==> src/rtl/draw_pkg.sv <==
// rtl/draw_pkg.sv - shared geometry, types and address helper for the sprite-box reader
package draw_pkg;

  localparam int SCREEN_W = 160;
  localparam int SCREEN_H = 120;
  localparam int RECT_W   = 27;
  localparam int RECT_H   = 48;
  localparam int COLOUR_W = 3;
  localparam int ADDR_W   = 15;
  localparam int IX_W     = $clog2(RECT_W);
  localparam int IY_W     = $clog2(RECT_H);

  typedef logic [7:0]          coord_t;
  typedef logic [COLOUR_W-1:0] colour_t;

  typedef enum logic [1:0] {IDLE, SCAN, DRAIN, DONE} state_t;

  typedef struct packed {
    coord_t  x;
    coord_t  y;
    colour_t colour;
  } pix_t;

  // py*160 + px built from shifts so no multiplier is needed
  function automatic logic [ADDR_W-1:0] fb_addr(input logic [8:0] px, input logic [8:0] py);
    logic [17:0] sum;
    sum = ({9'd0, py} << 7) + ({9'd0, py} << 5) + {9'd0, px};
    return sum[ADDR_W-1:0];
  endfunction

endpackage

==> src/rtl/rect_reader_if.sv <==
// rtl/rect_reader_if.sv - control, framebuffer read port and pixel stream bundle
interface rect_reader_if;
  import draw_pkg::*;

  logic              start;
  coord_t            x_in;
  coord_t            y_in;
  logic              busy;
  logic [ADDR_W-1:0] mem_addr;
  logic              mem_rden;
  colour_t           mem_q;
  coord_t            pix_x;
  coord_t            pix_y;
  colour_t           pix_colour;
  logic              pix_valid;
  logic              pix_ready;
  logic              done;

  modport master (
    output start, x_in, y_in, mem_q, pix_ready,
    input  busy, mem_addr, mem_rden, pix_x, pix_y, pix_colour, pix_valid, done
  );

  modport slave (
    input  start, x_in, y_in, mem_q, pix_ready,
    output busy, mem_addr, mem_rden, pix_x, pix_y, pix_colour, pix_valid, done
  );

endinterface

==> src/rtl/rect_reader_fifo2.sv <==
// rtl/rect_reader_fifo2.sv - two-entry pixel FIFO with occupancy count
module pix_fifo2
  import draw_pkg::*;
(
  input  logic       clock,
  input  logic       reset,
  input  logic       push_i,
  input  pix_t       data_i,
  input  logic       pop_i,
  output pix_t       head_o,
  output logic [1:0] count_o,
  output logic       valid_o
);

  pix_t       slot_q [2];
  logic       wr_q;
  logic       rd_q;
  logic [1:0] count_q;
  logic [1:0] count_d;

  // occupancy next state; push and pop together leave it unchanged
  always_comb begin
    count_d = count_q + {1'b0, push_i} - {1'b0, pop_i};
  end

  // storage and ring pointers; a full push is only issued alongside a pop
  always_ff @(posedge clock or posedge reset) begin
    if (reset) begin
      slot_q[0] <= '0;
      slot_q[1] <= '0;
      wr_q      <= 1'b0;
      rd_q      <= 1'b0;
      count_q   <= '0;
    end else begin
      if (push_i) begin
        slot_q[wr_q] <= data_i;
        wr_q         <= ~wr_q;
      end
      if (pop_i) begin
        rd_q <= ~rd_q;
      end
      count_q <= count_d;
    end
  end

  assign head_o  = slot_q[rd_q];
  assign count_o = count_q;
  assign valid_o = (count_q != 2'd0);

endmodule

==> src/rtl/rect_reader.sv <==
// rtl/rect_reader.sv - scans a fixed rectangle of the framebuffer into a pixel stream
module rect_reader
  import draw_pkg::*;
(
  input  logic         clock,
  input  logic         reset,
  rect_reader_if.slave bus
);

  localparam logic [IX_W-1:0] IX_LAST = IX_W'(RECT_W - 1);
  localparam logic [IY_W-1:0] IY_LAST = IY_W'(RECT_H - 1);

  state_t            state_q, state_d;
  coord_t            x0_q, y0_q;
  logic [IX_W-1:0]   ix_q, ix_d;
  logic [IY_W-1:0]   iy_q, iy_d;
  logic              s1_valid_q, s1_on_q;
  coord_t            s1_x_q, s1_y_q;
  logic [ADDR_W-1:0] addr_q;

  logic [8:0] px, py;
  logic       on_screen, last_slot, issue, pop, rden, drained, fifo_valid;
  logic [1:0] fifo_count;
  logic [2:0] occupancy;
  pix_t       push_data, head;

  // 9-bit coordinates so an origin near 255 carries out and lands off-screen
  assign px        = {1'b0, x0_q} + 9'(ix_q);
  assign py        = {1'b0, y0_q} + 9'(iy_q);
  assign on_screen = (px < 9'(SCREEN_W)) && (py < 9'(SCREEN_H));
  assign last_slot = (ix_q == IX_LAST) && (iy_q == IY_LAST);
  assign pop       = fifo_valid && bus.pix_ready;
  assign occupancy = {1'b0, fifo_count} + {2'b00, s1_valid_q};
  assign issue     = (state_q == SCAN) && ((occupancy - {2'b00, pop}) < 3'd2);
  assign rden      = issue && on_screen;
  assign drained   = !s1_valid_q && ((fifo_count - {1'b0, pop}) == 2'd0);

  // state register
  always_ff @(posedge clock or posedge reset) begin
    if (reset) state_q <= IDLE;
    else       state_q <= state_d;
  end

  // next-state logic
  always_comb begin
    state_d = state_q;
    case (state_q)
      IDLE:    if (bus.start) state_d = SCAN;
      SCAN:    if (issue && last_slot) state_d = DRAIN;
      DRAIN:   if (drained) state_d = DONE;
      DONE:    state_d = IDLE;
      default: state_d = IDLE;
    endcase
  end

  // state-decoded outputs and read port; the address holds across off-screen slots
  always_comb begin
    bus.busy     = (state_q != IDLE);
    bus.done     = (state_q == DONE);
    bus.mem_rden = rden;
    bus.mem_addr = rden ? fb_addr(px, py) : addr_q;
  end

  // scan counters: cleared on an accepted start, advanced only when a slot issues
  always_comb begin
    ix_d = ix_q;
    iy_d = iy_q;
    if (state_q == IDLE && bus.start) begin
      ix_d = '0;
      iy_d = '0;
    end else if (issue) begin
      if (ix_q == IX_LAST) begin
        ix_d = '0;
        iy_d = iy_q + 1'b1;
      end else begin
        ix_d = ix_q + 1'b1;
      end
    end
  end

  // origin latch, counters and the in-flight stage waiting for mem_q
  always_ff @(posedge clock or posedge reset) begin
    if (reset) begin
      x0_q       <= '0;
      y0_q       <= '0;
      ix_q       <= '0;
      iy_q       <= '0;
      s1_valid_q <= 1'b0;
      s1_on_q    <= 1'b0;
      s1_x_q     <= '0;
      s1_y_q     <= '0;
      addr_q     <= '0;
    end else begin
      if (state_q == IDLE && bus.start) begin
        x0_q <= bus.x_in;
        y0_q <= bus.y_in;
      end
      ix_q       <= ix_d;
      iy_q       <= iy_d;
      s1_valid_q <= issue;
      if (issue) begin
        s1_on_q <= on_screen;
        s1_x_q  <= px[7:0];
        s1_y_q  <= py[7:0];
      end
      if (rden) begin
        addr_q <= fb_addr(px, py);
      end
    end
  end

  assign push_data = {s1_x_q, s1_y_q, (s1_on_q ? bus.mem_q : colour_t'(0))};

  pix_fifo2 u_fifo (
    .clock   (clock),
    .reset   (reset),
    .push_i  (s1_valid_q),
    .data_i  (push_data),
    .pop_i   (pop),
    .head_o  (head),
    .count_o (fifo_count),
    .valid_o (fifo_valid)
  );

  assign bus.pix_x      = head.x;
  assign bus.pix_y      = head.y;
  assign bus.pix_colour = head.colour;
  assign bus.pix_valid  = fifo_valid;

endmodule
==> src/flat_wrapper.sv <==
// flat-port wrapper written by rule: the top's interface ports become plain ports
module rect_reader_flat import draw_pkg::*;
  (clock, reset, bus_start, bus_x_in, bus_y_in, bus_mem_q, bus_pix_ready, bus_busy, bus_mem_addr, bus_mem_rden, bus_pix_x, bus_pix_y, bus_pix_colour, bus_pix_valid, bus_done);
  rect_reader_if bus_i ();
  input  logic clock;
  input  logic reset;
  input wire logic [$bits(bus_i.start)-1:0] bus_start;
  input wire logic [$bits(bus_i.x_in)-1:0] bus_x_in;
  input wire logic [$bits(bus_i.y_in)-1:0] bus_y_in;
  input wire logic [$bits(bus_i.mem_q)-1:0] bus_mem_q;
  input wire logic [$bits(bus_i.pix_ready)-1:0] bus_pix_ready;
  output wire logic [$bits(bus_i.busy)-1:0] bus_busy;
  output wire logic [$bits(bus_i.mem_addr)-1:0] bus_mem_addr;
  output wire logic [$bits(bus_i.mem_rden)-1:0] bus_mem_rden;
  output wire logic [$bits(bus_i.pix_x)-1:0] bus_pix_x;
  output wire logic [$bits(bus_i.pix_y)-1:0] bus_pix_y;
  output wire logic [$bits(bus_i.pix_colour)-1:0] bus_pix_colour;
  output wire logic [$bits(bus_i.pix_valid)-1:0] bus_pix_valid;
  output wire logic [$bits(bus_i.done)-1:0] bus_done;
  assign bus_i.start = bus_start;
  assign bus_i.x_in = bus_x_in;
  assign bus_i.y_in = bus_y_in;
  assign bus_i.mem_q = bus_mem_q;
  assign bus_i.pix_ready = bus_pix_ready;
  assign bus_busy = bus_i.busy;
  assign bus_mem_addr = bus_i.mem_addr;
  assign bus_mem_rden = bus_i.mem_rden;
  assign bus_pix_x = bus_i.pix_x;
  assign bus_pix_y = bus_i.pix_y;
  assign bus_pix_colour = bus_i.pix_colour;
  assign bus_pix_valid = bus_i.pix_valid;
  assign bus_done = bus_i.done;
  rect_reader u_core (.clock(clock), .reset(reset), .bus(bus_i));
endmodule
==> config.mk <==
export PLATFORM = sky130hd
export DESIGN_NAME = rect_reader_flat
export DESIGN_NICKNAME = d
export VERILOG_FILES = /design/src/rtl/draw_pkg.sv /design/src/rtl/rect_reader_if.sv /design/src/rtl/rect_reader_fifo2.sv /design/src/rtl/rect_reader.sv /design/src/flat_wrapper.sv
export SDC_FILE = /design/constraint.sdc
export NUM_CORES = 1
export LEC_CHECK = 0
export BUFFER_PORTS_ARGS = -buffer_cell sky130_fd_sc_hd__buf_2
export CORE_ASPECT_RATIO = 0.5
export CORE_MARGIN = 2
export CORE_UTILIZATION = 35
export DETAILED_ROUTE_END_ITERATION = 16
export HOLD_SLACK_MARGIN = 0.1
export SYNTH_ARGS = -nofsm -noshare
export SYNTH_HDL_FRONTEND = slang
export SYNTH_HIERARCHICAL = 1
export SYNTH_SLANG_ARGS = --single-unit
==> constraint.sdc <==
create_clock -name clock -period 11.1 [get_ports clock]
set_input_delay 3.33 -clock clock [delete_from_list [all_inputs] [get_ports clock]]
set_output_delay 3.33 -clock clock [all_outputs]
set_load 0.05 [all_outputs]
==> impl_metrics.env, run 1 <==
export IMPL_status="completed"
export IMPL_placed_area_sq_mm=0.00611
export IMPL_yosys_area_top_type="dfrtp_1"
export IMPL_syn_avg_cell_area_sq_um=11.5
export IMPL_required_ns=7.77
export IMPL_critPathLaunchType="input port"
export IMPL_post_dp_hpwl_um=8310
export IMPL_worstPathCellList="buf_2, and2_1, ha_1, nand2b_1, fa_1, xnor2_2, nand3_2, a41o_2, a311o_1, a2111oi_4, buf_4, mux2_2, buf_2"
export IMPL_grt_start_max_net_pins=63
export IMPL_cp_arrival_ns=6.54
export IMPL_crit_path_start="bus_pix_ready"
export IMPL_rsz0062_at_grt="no"
export IMPL_fin_skew_ns=0.0104
export IMPL_yosys_warnings=6
export IMPL_cts_hold_buf=0
export IMPL_route_met3_wl_um=324
export IMPL_fin_util=0.414
export IMPL_drv_cap=0
export IMPL_cts_sinks=104
export IMPL_fin_hold_ws_ns=0.497
export IMPL_synth_area_top_cells="dfrtp_1 (47%), mux2_2 (11%), ha_1 (8.5%)"
export IMPL_fill_cells=1504
export IMPL_synth_cell_types=56
export IMPL_fp_dieW_um=183
export IMPL_slew_limit_headroom=0.384
export IMPL_cp_depth=13
export IMPL_cts_tree="done"
export IMPL_vias_per_cell=4.74
export IMPL_vias=3608
export IMPL_coreArea_sq_mm=0.0155
export IMPL_drive_gt1_frac=0.303
export IMPL_synthFlopType="dfrtp_1"
export IMPL_cts_setup_buffers=0
export IMPL_period_share=0.889
export IMPL_ys_async_sr_fraction=1.00
export IMPL_top_layer="met4"
export IMPL_antenna_found_initial=1
export IMPL_first_pass_iters=5
export IMPL_overflow=0
export IMPL_dieArea_sq_mm=0.0171
export IMPL_start_util=0.361
export IMPL_p_leak_nw=3.28
export IMPL_synth_area_sq_mm=0.00559
export IMPL_path_class="input port to output port"
export IMPL_clk_latency_ns=0.35
export IMPL_cts_buffers=9
export IMPL_crit_top_cell="buf_2"
export IMPL_finalSetupViolations=0
export IMPL_clock_path_buffers=2
export IMPL_hold_viol=0
export IMPL_clockRootBuffer="clkbuf_16"
export IMPL_rrSetupSlack_ns=7.01
export IMPL_htree_num_levels=3
export IMPL_worst_path_buf_inv=3
export IMPL_dr_wl_met2_um=4860
export IMPL_syn_num_nets=554
export IMPL_rr_endpoint="u_core/addr_q[14]"
export IMPL_finalWirelength_um=11400
export IMPL_hold_class="flop to flop"
export IMPL_synth_edf_count=0
export IMPL_worst_path_max_delay_cell="fa_1"
export IMPL_portBuffers=60
export IMPL_synth_seq_cells=104
export IMPL_max_stage_delay_ns=0.41
export IMPL_drtIter0Drc=234
export IMPL_fin_setup_tns_ns=0
export IMPL_synth_cells=487
export IMPL_crit_fanout=10
export IMPL_ant_nets=0
export IMPL_ys_seq_area_frac=0.465
export IMPL_antennaDiodeCount=0
export IMPL_tightest_slew_ns=0.924
export IMPL_wl_met1_um=6150
export IMPL_io_pins=61
export IMPL_drc=0
export IMPL_wl_per_cell_um=15.0
export IMPL_cts_resized=0
export IMPL_powerDensity_mw_per_mm2=329
export IMPL_rr_startpoint="u_core/ix_q[0]"
export IMPL_grt_usage=0.144
export IMPL_fmax_mhz=101
export IMPL_gp_congestion=0.811
export IMPL_endpoint="bus_mem_addr[14]"
export IMPL_maxSlewViolCount=0
export IMPL_r2r_cells=16
export IMPL_die_h_um=93.4
export IMPL_crit_family="compound AO/OA/AOI/OAI gates"
export IMPL_num_rows=32
export IMPL_clk_pin_slew_worst_paths_ns=0.07
export IMPL_nNetsFinal=619
export IMPL_synth_top_cell_area_share=0.465
export IMPL_vdd_drop_max_v=0.000108
export IMPL_end_kind="output port"
export IMPL_fin_crit_ns=9.87
export IMPL_area_growth_pct=14.7
export IMPL_final_area_sq_mm=0.00641
export IMPL_grt_pass1_wl_um=18900
export IMPL_grt_pass1_vias=3634
-- cells in the final DEF, fill, tap and decap left out, types with 4 or more instances in the layout --
master	netlist	layout
ha_1	38	38
nand2b_1	5	5
mux2_2	56	56
o21ai_0	15	15
xnor2_1	19	19
nand3_1	5	5
nor3_1	5	5
inv_1	22	21
xor2_1	10	10
a21o_1	5	5
a21oi_1	11	11
fa_1	6	6
nand2_1	86	86
dfrtp_1	104	104
buf_4	0	7
nand4_1	4	4
clkbuf_16	0	9
mux2_4	17	17
nor2_1	20	20
and2_1	5	5
buf_2	2	60
-- cell families after synthesis --
kind of cell | share of synthesized area
xor+xnor | 0.0483
compound gates | 0.0709
mux | 0.160
simple gates | 0.116
buf+inv | 0.0327
fa+ha+maj | 0.107
flops | 0.465
-- layer usage --
metal,track usage,vias to the layer above
li1,-,1803
met1,0.212,1751
met4,0.0417,0
met5,0,-
met2,0.210,47
met3,0.0358,7
-- power breakdown --
group | leakage, nW | switching [mW] | internal (mW) | total (mW)
clock | 0.143 | 0.148 | 0.179 | 0.327
sequential | 1.34 | 0.128 | 0.530 | 0.658
combinational | 1.80 | 0.683 | 0.442 | 1.12
total | 3.28 | 0.959 | 1.15 | 2.11
-- how the worst min path moves through the flow --
stage	startpoint	end	slack [ns]	depth (start not counted)
final	u_core/addr_q[0]	u_core/addr_q[0]	0.50	1
after global routing	u_core/addr_q[14]	u_core/addr_q[14]	0.51	1
after CTS	u_core/y0_q[4]	u_core/y0_q[4]	0.50	2
after detailed placement	u_core/y0_q[4]	u_core/y0_q[4]	0.48	2
after global placement	u_core/y0_q[5]	u_core/y0_q[5]	0.48	2
after floorplan	u_core/x0_q[0]	u_core/x0_q[0]	0.45	2
-- metrics by stage --
step | worst slack [ns] | total power [mW] | instances
floorplan | 0.764 | 1.55 | 487
global placement | 1.29 | 1.78 | 745
detailed placement | 1.21 | 1.79 | 745
CTS | 1.21 | 2.13 | 761
global route | 1.08 | 2.28 | 761
finish | 1.23 | 2.11 | 761
-- cell usage after synthesis (2+ instances only) --
cell type and number:
a211oi_1 2, a21o_1 5, a21oi_1 11, a32o_1 3
and2_1 5, and4b_1 2, buf_2 2, buf_6 2
clkbuf_1 7, dfrtp_1 104, fa_1 6, ha_1 38
inv_1 22, mux2_2 56, mux2_4 17, nand2_1 86
nand2_2 2, nand2b_1 5, nand3_1 5, nand4_1 4
nor2_1 20, nor2b_1 3, nor3_1 5, o21ai_0 15
or2_2 2, xnor2_1 19, xor2_1 10
-- sequential cells by signal (all words and copies together), names as in the netlist --
signal and count:
u_core/u_fifo/slot_q 38, u_core/addr_q 15, u_core/s1_x_q 8, u_core/s1_y_q 8
u_core/x0_q 8, u_core/y0_q 8, u_core/iy_q 6, u_core/ix_q 5
u_core/state_q 2, u_core/u_fifo/count_o 2, u_core/s1_on_q 1, u_core/s1_valid_q 1
u_core/u_fifo/rd_q 1, u_core/u_fifo/wr_q 1
-- final cells by class --
class	count	area, sq um	share of cell area
Multi-Input combinational cell	346	2810	0.438
Sequential cell	104	2600	0.406
Timing Repair Buffer	67	353	0.0550
Tap cell	204	255	0.0398
Clock buffer	10	229	0.0357
Inverter	24	90.1	0.0140
Clock inverter	6	76.3	0.0119
(Power assumes the default switching activity.)
==> run 2: changes to the inputs <==
--- a/config.mk
+++ b/config.mk
@@ -5,6 +5,7 @@
 export SDC_FILE = /design/constraint.sdc
 export NUM_CORES = 1
 export LEC_CHECK = 0
+export ABC_AREA = 1
 export BUFFER_PORTS_ARGS = -buffer_cell sky130_fd_sc_hd__buf_2
 export CORE_ASPECT_RATIO = 0.5
 export CORE_MARGIN = 2
==> run 2 against run 1 <==
  * Critical endpoint is now bus_mem_addr[0]
  * Largest cell class unchanged
  * Sequential cell count is the same
  * Global-route usage rose by 0.93 points
  * Critical path type unchanged
  * Synthesized area up 7.7%
  * Sequential share of layout area decreased by 2.2 points
  * Clock skew up 0.0018 ns
  * Combinational power up 16%
==> impl_metrics.env, run 2 <==
export IMPL_finalSetupViolations=0
export IMPL_synth_edf_count=0
export IMPL_nNetsFinal=871
export IMPL_path_class="input port to output port"
export IMPL_grt_pass1_wl_um=22700
export IMPL_post_dp_hpwl_um=9590
export IMPL_crit_path_start="bus_pix_ready"
export IMPL_syn_avg_cell_area_sq_um=8.03
export IMPL_slew_limit_headroom=0.246
export IMPL_area_growth_pct=12.5
export IMPL_clock_path_buffers=2
export IMPL_coreArea_sq_mm=0.0166
export IMPL_cp_arrival_ns=6.10
export IMPL_ys_async_sr_fraction=1.00
export IMPL_synth_top_cell_area_share=0.432
export IMPL_htree_num_levels=3
export IMPL_synth_area_sq_mm=0.00602
export IMPL_vdd_drop_max_v=0.000122
export IMPL_rr_startpoint="u_core/iy_q[0]"
export IMPL_die_h_um=96.7
export IMPL_layout_commonest_cell="nand2_1"
export IMPL_synth_area_top_cells="dfrtp_1 (43%), nand2_1 (16%), ha_1 (7.9%)"
export IMPL_start_util=0.363
export IMPL_cts_sinks=104
export IMPL_layout_common_cells="nand2_1 (261), inv_1 (105), dfrtp_1 (104), o21ai_0 (61), buf_2 (60)"
export IMPL_clockRootBuffer="clkbuf_16"
export IMPL_grt_pass1_vias=4611
export IMPL_placed_area_sq_mm=0.00647
export IMPL_cts_tree="done"
export IMPL_drc=0
export IMPL_hold_class="flop to flop"
export IMPL_rsz0062_at_grt="no"
export IMPL_largest_reg_flops=38
export IMPL_antenna_found_initial=0
export IMPL_gp_congestion=0.867
export IMPL_required_ns=7.77
export IMPL_ys_seq_area_frac=0.432
export IMPL_period_share=0.850
export IMPL_first_pass_iters=4
export IMPL_cts_buffers=9
export IMPL_vias=4714
export IMPL_fmax_mhz=106
export IMPL_finalWirelength_um=13000
export IMPL_synth_seq_cells=104
export IMPL_maxSlewViolCount=0
export IMPL_critPathLaunchType="input port"
export IMPL_fin_skew_ns=0.0123
export IMPL_drtIter0Drc=292
export IMPL_largest_register="u_core/u_fifo/slot_q"
export IMPL_antennaDiodeCount=0
export IMPL_clk_latency_ns=0.35
export IMPL_io_pins=61
export IMPL_fin_setup_tns_ns=0
export IMPL_wl_per_cell_um=12.5
export IMPL_grt_start_max_net_pins=63
export IMPL_overflow=0
export IMPL_synth_common_cells="nand2_1 (261), inv_1 (106), dfrtp_1 (104)"
export IMPL_syn_num_nets=817
export IMPL_yosys_cell_count_top_type="nand2_1"
export IMPL_fill_cells=1736
export IMPL_portBuffers=60
export IMPL_dieArea_sq_mm=0.0183
export IMPL_top_regs="u_core/u_fifo/slot_q (38), u_core/addr_q (15)"
export IMPL_cts_hold_buf=0
export IMPL_status="completed"
export IMPL_final_area_sq_mm=0.00677
export IMPL_clk_pin_slew_worst_paths_ns=0.07
export IMPL_hold_viol=0
export IMPL_drv_cap=0
export IMPL_powerDensity_mw_per_mm2=337
export IMPL_yosys_warnings=6
export IMPL_synth_cells=750
export IMPL_p_leak_nw=3.69
export IMPL_min_from="u_core/addr_q[13]"
export IMPL_drive_gt1_frac=0.151
export IMPL_grt_usage=0.154
export IMPL_fin_crit_ns=9.43
export IMPL_end_kind="output port"
export IMPL_synth_cell_types=35
export IMPL_vias_per_cell=4.55
export IMPL_synthFlopType="dfrtp_1"
export IMPL_yosys_area_top_type="dfrtp_1"
export IMPL_cts_resized=0
export IMPL_tightest_slew_ns=1.13
export IMPL_num_rows=33
export IMPL_fp_dieW_um=189
export IMPL_ant_nets=0
export IMPL_crit_fanout=29
export IMPL_cts_setup_buffers=0
[run 2: power by group]
group	leakage [nW]	internal, mW	switching, mW
clock network	0.149	0.178	0.147
logic	2.20	0.398	0.900
registers	1.34	0.533	0.124
total	3.69	1.11	1.17
[run 2: worst max-delay path, cell delays in order]
cell and delay [ns]:
buf_2 0.10, nand2_1 0.05, inv_1 0.07, ha_1 0.29
inv_1 0.07, nand2_1 0.06, fa_1 0.49, nand4_1 0.09
buf_4 0.22, inv_1 0.37, nand3_4 0.14, nor2_4 0.31
nand3_1 0.12, nand2_1 0.11, buf_2 0.26
[run 2: final cells by class]
| cell class | count | area [sq um] | area share |
|---|---|---|---|
| Clock buffer | 10 | 229 | 0.0338 |
| Clock inverter | 6 | 72.6 | 0.0107 |
| Inverter | 107 | 402 | 0.0593 |
| Multi-Input combinational cell | 517 | 2850 | 0.420 |
| Sequential cell | 104 | 2600 | 0.384 |
| Tap cell | 227 | 284 | 0.0419 |
| Timing Repair Buffer | 65 | 338 | 0.0499 |
[run 2: worst paths after layout]
| kind | to | slack, ns | cells after the start |
|---|---|---|---|
| max | bus_mem_addr[0] | 1.67 | 15 |
| min | u_core/addr_q[13] | 0.48 | 2 |
| max reg2reg | u_core/addr_q[14] | 7.66 | 15 |
| min reg2reg | u_core/addr_q[13] | 0.48 | 2 |
| max in group asynchronous | u_core/s1_y_q[3] | 7.36 | 3 |
| min in group asynchronous | u_core/u_fifo/count_o[0] | 3.13 | 3 |
[run 2: cells by family (layout without fill, tap and decap cells)]
family	Yosys count	in the layout	share of synthesized area
simple gates	354	354	0.250
buf+inv	129	188	0.0948
compound gates	105	105	0.103
flops	104	104	0.432
fa+ha+maj	44	44	0.0989
xor+xnor	14	14	0.0204
[run 2: metrics by stage]
step / util / setup WS, ns / hold slack [ns] / power [mW] / instances
floorplan: - / 1.81 / 0.449 / 1.67 / 750
global placement: 0.390 / 1.75 / 0.458 / 1.95 / 1020
detailed placement: 0.390 / 1.66 / 0.460 / 1.97 / 1020
CTS: 0.408 / 1.65 / 0.479 / 2.31 / 1036
global route: 0.408 / 1.36 / 0.499 / 2.50 / 1036
finish: 0.408 / 1.67 / 0.476 / 2.28 / 1036
[run 2: routing by layer]
metal,share of wire,GRT usage,routed length (um),vias to the layer above
met3,0.037,0.0312,479,7
met2,0.43,0.234,5520,69
met4,0.0077,0.0322,100,0
met1,0.53,0.226,6870,2164
met5,0,0,0,-
li1,-,-,-,2474
==> run 3: changes to the inputs <==
==> constraint.sdc (replaced) <==
create_clock -name clock -period 7.94 [get_ports clock]
set_input_delay 2.382 -clock clock [delete_from_list [all_inputs] [get_ports clock]]
set_output_delay 2.382 -clock clock [all_outputs]
set_load 0.05 [all_outputs]
==> run 3 against run 2 <==
  * Sequential cell count did not move
  * Sequential share of layout area barely moved
  * Register-to-register slack got worse by 3.2 ns
  * Non-clock buffer count rose by 1
  * Total power rose by 40%
==> impl_metrics.env, run 3 (same netlist as run 2, synthesis figures left out) <==
export IMPL_clk_latency_ns=0.35
export IMPL_path_class="input port to output port"
export IMPL_period_share=0.892
export IMPL_largest_register="u_core/u_fifo/slot_q"
export IMPL_htree_num_levels=3
export IMPL_portBuffers=60
export IMPL_nNetsFinal=872
export IMPL_cts_tree="done"
export IMPL_grt_pass1_wl_um=22900
export IMPL_cts_hold_buf=0
export IMPL_antenna_found_initial=0
export IMPL_p_leak_nw=3.69
export IMPL_fin_skew_ns=0.00845
export IMPL_largest_reg_flops=38
export IMPL_holdPathStages=2
export IMPL_finalWirelength_um=13400
export IMPL_cts_buffers=9
export IMPL_cp_arrival_ns=4.70
export IMPL_layout_common_cells="nand2_1 (261), inv_1 (105), dfrtp_1 (104), o21ai_0 (61), buf_2 (60)"
export IMPL_fp_dieW_um=189
export IMPL_clk_pin_slew_worst_paths_ns=0.07
export IMPL_rr_startpoint="u_core/iy_q[0]"
export IMPL_grt_pass1_vias=4701
export IMPL_dieArea_sq_mm=0.0183
export IMPL_area_growth_pct=12.7
export IMPL_critPathLaunchType="input port"
export IMPL_cts_resized=0
export IMPL_rr_endpoint="u_core/addr_q[14]"
export IMPL_status="completed"
export IMPL_crit_fanout=14
export IMPL_min_to="u_core/addr_q[11]"
export IMPL_grt_usage=0.155
export IMPL_drc=0
export IMPL_ant_nets=0
export IMPL_grt_start_max_net_pins=63
export IMPL_drive_gt1_frac=0.152
export IMPL_end_kind="output port"
export IMPL_tightest_slew_ns=1.12
export IMPL_gp_congestion=0.899
export IMPL_fill_cells=1726
export IMPL_cts_setup_buffers=0
export IMPL_cts_sinks=104
export IMPL_clock_path_buffers=2
export IMPL_vias=4769
export IMPL_vdd_drop_max_v=0.000158
export IMPL_powerDensity_mw_per_mm2=471
export IMPL_final_seq_area_sq_mm=0.00260
export IMPL_required_ns=5.56
export IMPL_overflow=0
export IMPL_clockRootBuffer="clkbuf_16"
export IMPL_first_pass_iters=4
export IMPL_setup_slack_ns=0.854
export IMPL_wl_per_cell_um=12.9
export IMPL_top_regs="u_core/u_fifo/slot_q (38), u_core/addr_q (15)"
export IMPL_num_rows=33
export IMPL_antennaDiodeCount=0
export IMPL_place_ws_ns=0.830
export IMPL_fin_setup_tns_ns=0
export IMPL_slew_limit_headroom=0.255
export IMPL_drtIter0Drc=287
export IMPL_finalSetupViolations=0
export IMPL_coreArea_sq_mm=0.0166
export IMPL_fin_util=0.409
export IMPL_rsz0062_at_grt="no"
export IMPL_start_util=0.363
export IMPL_hold_class="flop to flop"
export IMPL_worstPathCellList="buf_2, nand2_1, inv_1, ha_1, inv_1, nand2_1, fa_1, nand4_1, inv_1, nand3_4, nor2_4, nand3_1, nand2_1, buf_2"
export IMPL_rrSetupSlack_ns=4.46
export IMPL_fin_crit_ns=7.09
export IMPL_layout_commonest_cell="nand2_1"
export IMPL_io_pins=61
export IMPL_post_dp_hpwl_um=9790
export IMPL_fmax_mhz=141
export IMPL_worst_path_max_delay_cell="fa_1"
export IMPL_report_power_total_mw=3.20
export IMPL_hold_viol=0
export IMPL_fin_hold_ws_ns=0.477
export IMPL_max_stage_delay_ns=0.49
export IMPL_vias_per_cell=4.60
export IMPL_min_from="u_core/addr_q[11]"
export IMPL_multi_input_area_sq_mm=0.00285
export IMPL_die_h_um=96.7
export IMPL_maxSlewViolCount=0
export IMPL_r2r_cells=15
export IMPL_drv_cap=0
[run 3: cell types whose count changed in the layout (fill, tap and decap cells not counted)]
cell / change
buf_4: +1
clkinvlp_4: +2
clkinv_4: -1
clkinv_2: -1
[run 3: worst max path at each step]
stage,from,to
after floorplan,bus_pix_ready,bus_mem_addr[14]
after global placement,bus_pix_ready,bus_mem_addr[0]
after detailed placement,bus_pix_ready,bus_mem_addr[0]
after CTS,bus_pix_ready,bus_mem_addr[0]
after global routing,bus_pix_ready,bus_mem_addr[2]
final,bus_pix_ready,bus_mem_addr[7]
[run 3: report_power, final]
group	internal [mW]	leakage (nW)	switching, mW	total (mW)
clock	0.249	0.142	0.210	0.459
sequential	0.746	1.34	0.173	0.919
combinational	0.559	2.21	1.26	1.82
total	1.55	3.69	1.64	3.20
[run 3: metrics by stage]
step / area [sq um] / cells
2_1_floorplan: 6020 / 750
3_3_place_gp: 6480 / 1021
3_5_place_dp: 6480 / 1021
4_1_cts: 6780 / 1037
5_1_grt: 6780 / 1037
6_report: 6780 / 1037
[run 3: cell type report]
class	count	share of cell area
Clock buffer	10	0.0338
Clock inverter	6	0.0109
Inverter	107	0.0592
Multi-Input combinational cell	517	0.420
Timing Repair Buffer	66	0.0509
Tap cell	227	0.0419
Sequential cell	104	0.384
[run 3: layer usage]
metal / GRT usage / vias up / wire [um]
li1: - / 2474 / -
met1: 0.220 / 2221 / 6930
met2: 0.239 / 65 / 5710
met3: 0.0381 / 9 / 603
met4: 0.0346 / 0 / 119
met5: 0 / - / 0
[run 3: critical path: cells and delay by family]
kind                     cells  cell delay, ns
adder cells (fa/ha/maj)      2            0.78
AND/OR/NAND/NOR              7            0.90
buffers and inverters        5            0.64
